File: src/rtl/dac_spi_serializer.sv
// dac_spi_serializer: single-sample holding register feeding a 16-bit SPI DAC
// frame once per sample tick (IDLE -> SHIFT -> GAP -> IDLE).
// Optional build macro DAC_UNDERRUN_REPEAT_EN: on underrun, resend the last
// real sample instead of mid-scale silence.
module dac_spi_serializer #(
  parameter int unsigned SAMPLE_DIV = 1042,
  parameter int unsigned SCLK_DIV   = 4
) (
  input  logic        i_clk,
  input  logic        i_reset,
  input  logic [15:0] i_sample,
  input  logic        i_sample_valid,
  output logic        o_sample_ready,
  output logic        o_dac_sclk,
  output logic        o_dac_din,
  output logic        o_dac_cs_n,
  output logic        o_busy,
  output logic [7:0]  o_underrun_count
);

  localparam int unsigned DATA_W = 16;
  localparam int unsigned BIT_W  = 4;
  localparam int unsigned CNT_W  = (SAMPLE_DIV > 1) ? $clog2(SAMPLE_DIV) : 1;
  localparam int unsigned PH_W   = (SCLK_DIV > 1) ? $clog2(2 * SCLK_DIV) : 1;

  localparam logic [CNT_W-1:0]  TICK_LAST = CNT_W'(SAMPLE_DIV - 1);
  localparam logic [PH_W-1:0]   PH_LAST   = PH_W'(2 * SCLK_DIV - 1);
  localparam logic [PH_W-1:0]   PH_RISE   = PH_W'(SCLK_DIV - 1);
  localparam logic [DATA_W-1:0] MID_SCALE = 16'h8000;
  localparam logic [7:0]        UR_MAX    = 8'hFF;

  localparam logic [1:0] ST_IDLE  = 2'd0;
  localparam logic [1:0] ST_SHIFT = 2'd1;
  localparam logic [1:0] ST_GAP   = 2'd2;

`ifdef DAC_UNDERRUN_REPEAT_EN
  localparam bit REPEAT_LAST = 1'b1;
`else
  localparam bit REPEAT_LAST = 1'b0;
`endif

  logic [1:0]        state_q, state_d;
  logic [CNT_W-1:0]  tick_cnt_q;
  logic [PH_W-1:0]   ph_q, ph_d;
  logic [BIT_W-1:0]  bit_q, bit_d;
  logic [DATA_W-1:0] shreg_q, shreg_d;
  logic              hold_full_q, hold_full_d;
  logic [DATA_W-1:0] hold_data_q, hold_data_d;
  logic [DATA_W-1:0] last_q, last_d;
  logic [7:0]        underrun_d;
  logic              sclk_d, din_d, cs_n_d;

  logic              tick_c;
  logic              accept_c;
  logic [DATA_W-1:0] underrun_word_c;
  logic [DATA_W-1:0] load_word_c;

  assign tick_c          = (tick_cnt_q == TICK_LAST);
  assign accept_c        = i_sample_valid && o_sample_ready;
  assign underrun_word_c = REPEAT_LAST ? last_q : MID_SCALE;
  assign load_word_c     = hold_full_q ? hold_data_q : underrun_word_c;

  // Free-running sample-period counter; tick_c marks the wrap cycle.
  always_ff @(posedge i_clk) begin
    if (i_reset) begin
      tick_cnt_q <= '0;
    end else if (tick_c) begin
      tick_cnt_q <= '0;
    end else begin
      tick_cnt_q <= tick_cnt_q + CNT_W'(1);
    end
  end

  // Next-state and next-output logic for the frame FSM and holding register.
  always_comb begin
    state_d     = state_q;
    ph_d        = ph_q;
    bit_d       = bit_q;
    shreg_d     = shreg_q;
    hold_full_d = hold_full_q;
    hold_data_d = hold_data_q;
    last_d      = last_q;
    underrun_d  = o_underrun_count;
    sclk_d      = o_dac_sclk;
    din_d       = o_dac_din;
    cs_n_d      = o_dac_cs_n;

    if (accept_c) begin
      hold_full_d = 1'b1;
      hold_data_d = i_sample;
    end

    case (state_q)
      ST_IDLE: begin
        // Tick judged on the pre-acceptance holding state.
        if (tick_c) begin
          if (hold_full_q) begin
            hold_full_d = 1'b0;
            last_d      = hold_data_q;
          end else if (o_underrun_count != UR_MAX) begin
            underrun_d = o_underrun_count + 8'd1;
          end
          state_d = ST_SHIFT;
          shreg_d = load_word_c;
          din_d   = load_word_c[DATA_W-1];
          cs_n_d  = 1'b0;
          sclk_d  = 1'b0;
          ph_d    = '0;
          bit_d   = BIT_W'(DATA_W - 1);
        end
      end
      ST_SHIFT: begin
        if (ph_q == PH_LAST) begin
          ph_d   = '0;
          sclk_d = 1'b0;
          if (bit_q == '0) begin
            state_d = ST_GAP;
            cs_n_d  = 1'b1;
            din_d   = 1'b0;
          end else begin
            bit_d = bit_q - BIT_W'(1);
            din_d = shreg_q[bit_q - BIT_W'(1)];
          end
        end else begin
          ph_d   = ph_q + PH_W'(1);
          sclk_d = (ph_q >= PH_RISE);
        end
      end
      ST_GAP: begin
        if (ph_q == PH_LAST) begin
          state_d = ST_IDLE;
          ph_d    = '0;
        end else begin
          ph_d = ph_q + PH_W'(1);
        end
      end
      default: begin
        state_d = ST_IDLE;
        ph_d    = '0;
        cs_n_d  = 1'b1;
        sclk_d  = 1'b0;
        din_d   = 1'b0;
      end
    endcase
  end

  // State, datapath and output registers; reset abandons any frame in flight.
  always_ff @(posedge i_clk) begin
    if (i_reset) begin
      state_q          <= ST_IDLE;
      ph_q             <= '0;
      bit_q            <= '0;
      shreg_q          <= '0;
      hold_full_q      <= 1'b0;
      hold_data_q      <= '0;
      last_q           <= MID_SCALE;
      o_underrun_count <= '0;
      o_dac_sclk       <= 1'b0;
      o_dac_din        <= 1'b0;
      o_dac_cs_n       <= 1'b1;
      o_sample_ready   <= 1'b1;
      o_busy           <= 1'b0;
    end else begin
      state_q          <= state_d;
      ph_q             <= ph_d;
      bit_q            <= bit_d;
      shreg_q          <= shreg_d;
      hold_full_q      <= hold_full_d;
      hold_data_q      <= hold_data_d;
      last_q           <= last_d;
      o_underrun_count <= underrun_d;
      o_dac_sclk       <= sclk_d;
      o_dac_din        <= din_d;
      o_dac_cs_n       <= cs_n_d;
      o_sample_ready   <= ~hold_full_d;
      o_busy           <= (state_d != ST_IDLE);
    end
  end

  // A frame plus the return to IDLE must fit inside one sample period.
  always_ff @(posedge i_clk) begin
    if (!i_reset) begin
      assert (SAMPLE_DIV >= 34 * SCLK_DIV + 2)
        else $error("dac_spi_serializer: SAMPLE_DIV too small for SCLK_DIV");
    end
  end

endmodule

File: config.mk
export PLATFORM = sky130hd
export DESIGN_NAME = dac_spi_serializer
export DESIGN_NICKNAME = d
export VERILOG_FILES = /design/src/rtl/dac_spi_serializer.sv
export SDC_FILE = /design/constraint.sdc
export NUM_CORES = 1
export LEC_CHECK = 0
export ABC_AREA = 1
export CAP_MARGIN = 20
export CORE_MARGIN = 2
export CORE_UTILIZATION = 46
export DETAILED_ROUTE_END_ITERATION = 12
export PLACE_DENSITY = 0.67
export SLEW_MARGIN = 0
export SYNTH_ARGS = -nofsm -noshare
export SYNTH_HDL_FRONTEND = slang
export SYNTH_SLANG_ARGS = --single-unit
File: constraint.sdc
create_clock -name i_clk -period 2.13 [get_ports i_clk]
set_input_delay 0.426 -clock i_clk [delete_from_list [all_inputs] [get_ports i_clk]]
set_output_delay 0.426 -clock i_clk [all_outputs]
set_load 0.005 [all_outputs]
Word-level counts from Yosys, hierarchy flattened
Index checks and enable logic that the tools add are counted.
{"block": "classes", "n_eq_ne": 9, "n_mux": 29, "bitwise_logic": 3, "add_sub_neg": 4, "n_reduce_logical": 13, "magnitude_cmp": 2}
{"op": "16-bit 2-to-1 mux", "n": 1}
{"op": "1-bit 2-to-1 mux", "n": 12}
{"op": "4-bit 2-to-1 mux", "n": 3}
{"op": "4-bit AND reduction", "n": 3}
{"op": "11-bit by 1-bit adder with 11-bit output, second input constant", "n": 1}
{"op": "11-bit equality test, second input constant", "n": 1}
{"op": "1-bit one-hot mux with 3 select lines", "n": 3}
{"op": "8-bit by 1-bit adder with 8-bit output, second input constant", "n": 1}
{"op": "2-bit 2-to-1 mux", "n": 4}
{"op": "2-bit != test, second input constant", "n": 4}
{"op": "8-bit != test, second input constant", "n": 1}
{"op": "4-bit one-hot mux with 2 select lines", "n": 1}
{"op": "3-bit 2-to-1 mux", "n": 2}
{"op": "2-bit one-hot mux with 3 select lines", "n": 1}
{"op": "3-bit one-hot mux with 2 select lines", "n": 1}
{"op": "4-bit by 5-bit < comparator with 1-bit output, second input constant", "n": 1}
{"op": "1-bit binary-select mux with 4-bit select", "n": 1}
{"op": "4-bit zero test", "n": 1}
{"op": "2-bit AND reduction", "n": 2}
{"op": "2-bit nonzero test", "n": 2}
{"op": "2-bit OR reduction", "n": 2}
{"op": "4-bit by 1-bit subtractor with 4-bit output, second input constant", "n": 1}
{"op": "3-bit by 1-bit adder with 3-bit output, second input constant", "n": 1}
{"op": "3-bit equality test, second input constant", "n": 1}
{"op": "7 further kinds", "n": 9}
{"block": "totals", "register_bits": 66, "elab_cells": 73, "in_bits": 19, "output_inout_bits": 13}

Logic depth before layout (Yosys ltp)
{"block": "depth", "depth_word": 6, "ltp_mapped": 12}

Worst setup path after synthesis
OpenSTA, ideal clock, no wires.
{"block": "synth_timing", "path_kind": "flip-flop to flip-flop", "start": "register bit_q[0]", "end": "register o_dac_din", "setup_time_ps": 117, "n_path_buf": 2, "setup_slack_ps": 542, "t_required_ps": 2013, "arrival_time_ps": 1472, "synth_period_minus_slack_ps": 1588, "stages_incl_launch_ff": 11, "cell_sequence": "dfxtp_1 buf_2 inv_1 buf_2 ha_1 inv_1 nand3_1 nand3_1 nand3_1 nand3_1 a21oi_1"}
{"block": "synth_via", "elab_chain_cells": 6}
{"item": "start, declared", "line_no": "45", "rtl": "logic [BIT_W-1:0] bit_q, bit_d;"}
{"item": "start signal, assigned", "line_no": "166", "rtl": "bit_q <= bit_d;"}
{"item": "4-bit by 1-bit subtractor with 4-bit output", "line_no": "122", "rtl": "din_d = shreg_q[bit_q - BIT_W'(1)];"}
{"item": "1-bit binary-select mux with 4-bit select", "line_no": "122"}
{"item": "1-bit 2-to-1 mux (implied by the code)", "line_no": "122"}
{"item": "1-bit 2-to-1 mux (*)", "line_no": "116", "rtl": "if (bit_q == '0) begin"}
{"item": "1-bit 2-to-1 mux (*)", "line_no": "113", "rtl": "if (ph_q == PH_LAST) begin"}
{"item": "1-bit one-hot mux with 3 select lines (*)", "line_no": "93", "rtl": "case (state_q)"}
{"item": "end signal, assigned", "line_no": "173", "rtl": "o_dac_din <= din_d;"}
{"item": "end, declared", "line_no": "15", "rtl": "output logic o_dac_din,"}
Every way passes the cells marked *; elsewhere a longest branch is shown, timed or not. The select of a mux whose other input is x is not followed.
A chain may end at the register's enable or synchronous reset.

Worst setup path in the final report
{"block": "layout_timing", "start": "register o_underrun_count[5]", "end": "output port o_underrun_count[5]"}
{"item": "start, declared", "line_no": "18", "rtl": "output logic [7:0] o_underrun_count"}
{"item": "start signal, assigned", "line_no": "171", "rtl": "o_underrun_count <= underrun_d;"}
No word-level cell between the ends.

==> metrics.md <==
| Metric | Value |
|---|---|
| Total grt overflow | 0 |
| Total Routing Usage GR | 0.190 |
| Non-filler cells, final | 542 |
| Total die area | 7280 µm² |
| Critical path, cell by cell | clkdlybuf4s50_1 |
| Largest net degree at the start of global routing | 26 |
| Sequential share of the synthesized area | 0.434 |
| Vias/cell | 5.00 |
| Vias in the first global route | 2572 |
| Routed wire length | 6.41 mm |
| Fillers | 647 |
| Post-synthesis register bit count | 66 |
| Final Slew Violations | 0 |
| Placed insts | 527 |
| WP data required | 1.70 ns |
| Hold WS | 0.463 ns |
| Arrival time at the worst endpoint | 1.29 ns |
| Hold buffers post-CTS | 0 |
| Setup TNS | 0 ns |
| Final Setup Violations | 0 |
| Clk_lat worst skew | 0.34 ns |
| Layout Utilization | 0.569 |
| DR pass1 iterations | 4 |
| Synthesized net count | 458 |
| Hold Vio Cnt, Final | 0 |
| Tightest Pin Transition | 0.473 ns |
| Library cells used by synthesis | 28 |
| Largest delay contributor family on the critical path | buffers and inverters |
| CTS tree | built |
| Post-detail-place hpwl | 4.67 mm |
| Synth-to-Final Area Change | 19.4% |
| Tcrit/Tclk final | 0.808 |
| Crit path time final | 1.72 ns |
| Setup crit start kind | register |
| # Post-CTS Setup Buffers | 0 |
| Crit end category | output port |
| H-tree levels | 3 |
| Mapped cell area | 3040 µm² |
| RSZ-0062 raised after global routing | false |
| Status | completed |
| Switching Fraction | 0.214 |
| Antenna violations before repair | 0 |
| Worst slack at placement | 0.413 ns |
| Min-Delay Endpoint | shreg_q[0] |
| Max-cap viol count | 0 |
| Die Ht | 85.4 µm |
| FF-to-FF End | o_dac_din |
| Clock root buffer | clkbuf_8 |
| CP max FO | 5 |
| I/O pins | 32 |
| First-pass GRT wire length | 11.1 mm |
| Critical Path Max Stage Delay | 0.53 ns |
| Leakage power | 0.00147 µW |
| Core box area | 6390 µm² |
| Vias | 2711 |
| Peak supply drop | 448 µV |
| Gpl congestion | 0.841 |
| Final worst setup slack | 0.410 ns |
| R2R depth | 8 |
| Setup CP Type | register to output port |
| Sequential cell fraction of total power | 0.495 |
| Die X | 85.4 µm |
| Initial core utilization | 0.477 |
| Setup slack on the worst flop-to-flop path | 0.41 ns |
| Antenna viol nets, final | 0 |
| FMAX | 581 MHz |
| Share of layout cells above drive strength 1 | 0.0624 |
| Worst Skew | 0.00935 ns |
| CTS sink count | 66 |
| Hold path depth | 2 |
| CTS Buf Count | 9 |
| # port buffers | 31 |
| P_int | 2050 µW |
| Synth Instances | 428 |
| CTS max path bufs | 2 |
| HP Start | shreg_q[0] |
| Worst relative slew slack | 0.684 |
| Hold Path Class | register to register |
| Post-route DRC | 0 |
| Power Density | 716 nW/µm² |
| Slowest cell on the critical path | clkdlybuf4s50_1 |
| Reg area | 1320 µm² |
| R2R Path Start | bit_q[0] |
| WL/cell | 11.8 µm |
| Resized Gates After CTS | 0 |
| Syn avg cell area | 7.11 µm² |
| Final net count | 491 |
| Switch Pwr | 556 µW |
| Reg clk slew, reported paths | 0.07 ns |
| DRT iter0 DRCs | 99 |
| Count of yosys warnings during synthesis | 0 |
| Antenna diodes | 0 |
| CP bufs+invs | 1 |
| Num rows | 29 |
| Multi-input logic area | 1480 µm² |
| Comb power frac | 0.050 |
| Clock share of power | 0.454 |
power by group through the flow:
| stage | clock (µW) | combinational (µW) | sequential (µW) |
|---|---|---|---|
| 3_3_place_gp | 0 | 130 | 1320 |
| 3_5_place_dp | 0 | 132 | 1320 |
| 6_report | 1180 | 131 | 1290 |
| 4_1_cts | 1210 | 133 | 1290 |
| 2_1_floorplan | 0 | 80.2 | 1310 |
| 5_1_grt | 1260 | 152 | 1290 |
cell usage after synthesis:
cell type	number	area [µm²]
nand2_2	1	6.26
inv_1	38	143
ha_1	11	138
o21ai_0	25	125
dfxtp_1	66	1320
nor3b_1	1	7.51
a211oi_1	1	7.51
buf_6	1	11.3
nor2_2	3	18.8
inv_2	1	3.75
a211o_1	1	8.76
buf_12	1	20.0
o22ai_1	1	6.26
xnor2_1	1	8.76
clkbuf_1	8	30.0
nand2_1	88	330
or3_1	1	6.26
nand3b_1	1	7.51
buf_4	2	15.0
nor3_1	9	45.0
nor2_1	68	255
nand3_1	49	245
nand4_1	3	18.8
buf_2	5	25.0
nand3_2	1	10.0
o21bai_1	1	7.51
xor2_1	6	52.6
a21oi_1	34	170
worst min-delay path, stage by stage, from the launching register on:
cell     delay [ns]
dfxtp_1        0.31
nand2_1        0.06
a21oi_1        0.05
worst max path at each step:
| stage | from | end | slack, ns | cells after the start |
|---|---|---|---|---|
| after global placement | bit_q[0] | o_dac_din | 0.39 | 8 |
| after floorplan | bit_q[0] | o_dac_din | 0.54 | 10 |
| after detailed placement | tick_cnt_q[0] | o_underrun_count[4] | 0.41 | 8 |
| after global routing | bit_q[0] | o_dac_din | 0.25 | 8 |
| final | o_underrun_count[5] | o_underrun_count[5] | 0.41 | 1 |
| after CTS | o_underrun_count[3] | o_underrun_count[3] | 0.39 | 1 |
through the flow:
step                power (µW)  instance area [µm²]
finish                    2600                 3640
global route              2710                 3640
CTS                       2630                 3640
detailed placement        1450                 3410
global placement          1450                 3410
floorplan                 1390                 3040
area by class of cell:
cell class	count	area share
Clock buffer	11	0.0416
Clock inverter	4	0.0206
Inverter	39	0.0403
Multi-Input combinational cell	306	0.406
Sequential cell	66	0.363
Tap cell	77	0.0265
Timing Repair Buffer	39	0.102
placed cells by master, fill, tap and decap left out:
cell type / n
bufinv_16: 2
xor2_1: 6
clkbuf_8: 11
nand2_2: 1
o21bai_1: 1
nor3b_1: 1
a21oi_1: 34
nand3_1: 49
nand4_1: 3
xnor2_1: 1
ha_1: 11
nand3b_1: 1
o22ai_1: 1
nand3_2: 1
clkdlybuf4s50_1: 31
a211o_1: 1
buf_4: 8
or3_1: 1
nor2_1: 68
clkinvlp_4: 2
o21ai_0: 25
nor3_1: 9
dfxtp_1: 66
inv_2: 1
nor2_2: 3
inv_1: 38
nand2_1: 88
a211oi_1: 1
metal layers:
layer | global-route usage | vias to the layer above | wire length, µm
met1 | 0.225 | 1213 | 3040
met2 | 0.331 | 46 | 3110
met3 | 0.0506 | 8 | 188
met5 | 0 | - | 0
met4 | 0.0649 | 0 | 72
li1 | - | 1444 | -
flip-flops by register name, summed over array words and instances, names as in the netlist, 2 cells and up:
signal,count
state_q,2
o_underrun_count,8
tick_cnt_q,11
shreg_q,16
hold_data_q,16
ph_q,3
bit_q,4
logic make-up after synthesis:
| group | after synthesis | synth area share |
|---|---|---|
| XOR/XNOR | 7 | 0.0201 |
| AND/OR/NAND/NOR | 225 | 0.312 |
| adder cells (fa/ha/maj) | 11 | 0.0452 |
| buffers and inverters | 56 | 0.0814 |
| flip-flops | 66 | 0.434 |
| AO/OA/AOI/OAI | 63 | 0.107 |
Power figures use the tool's default switching activity.
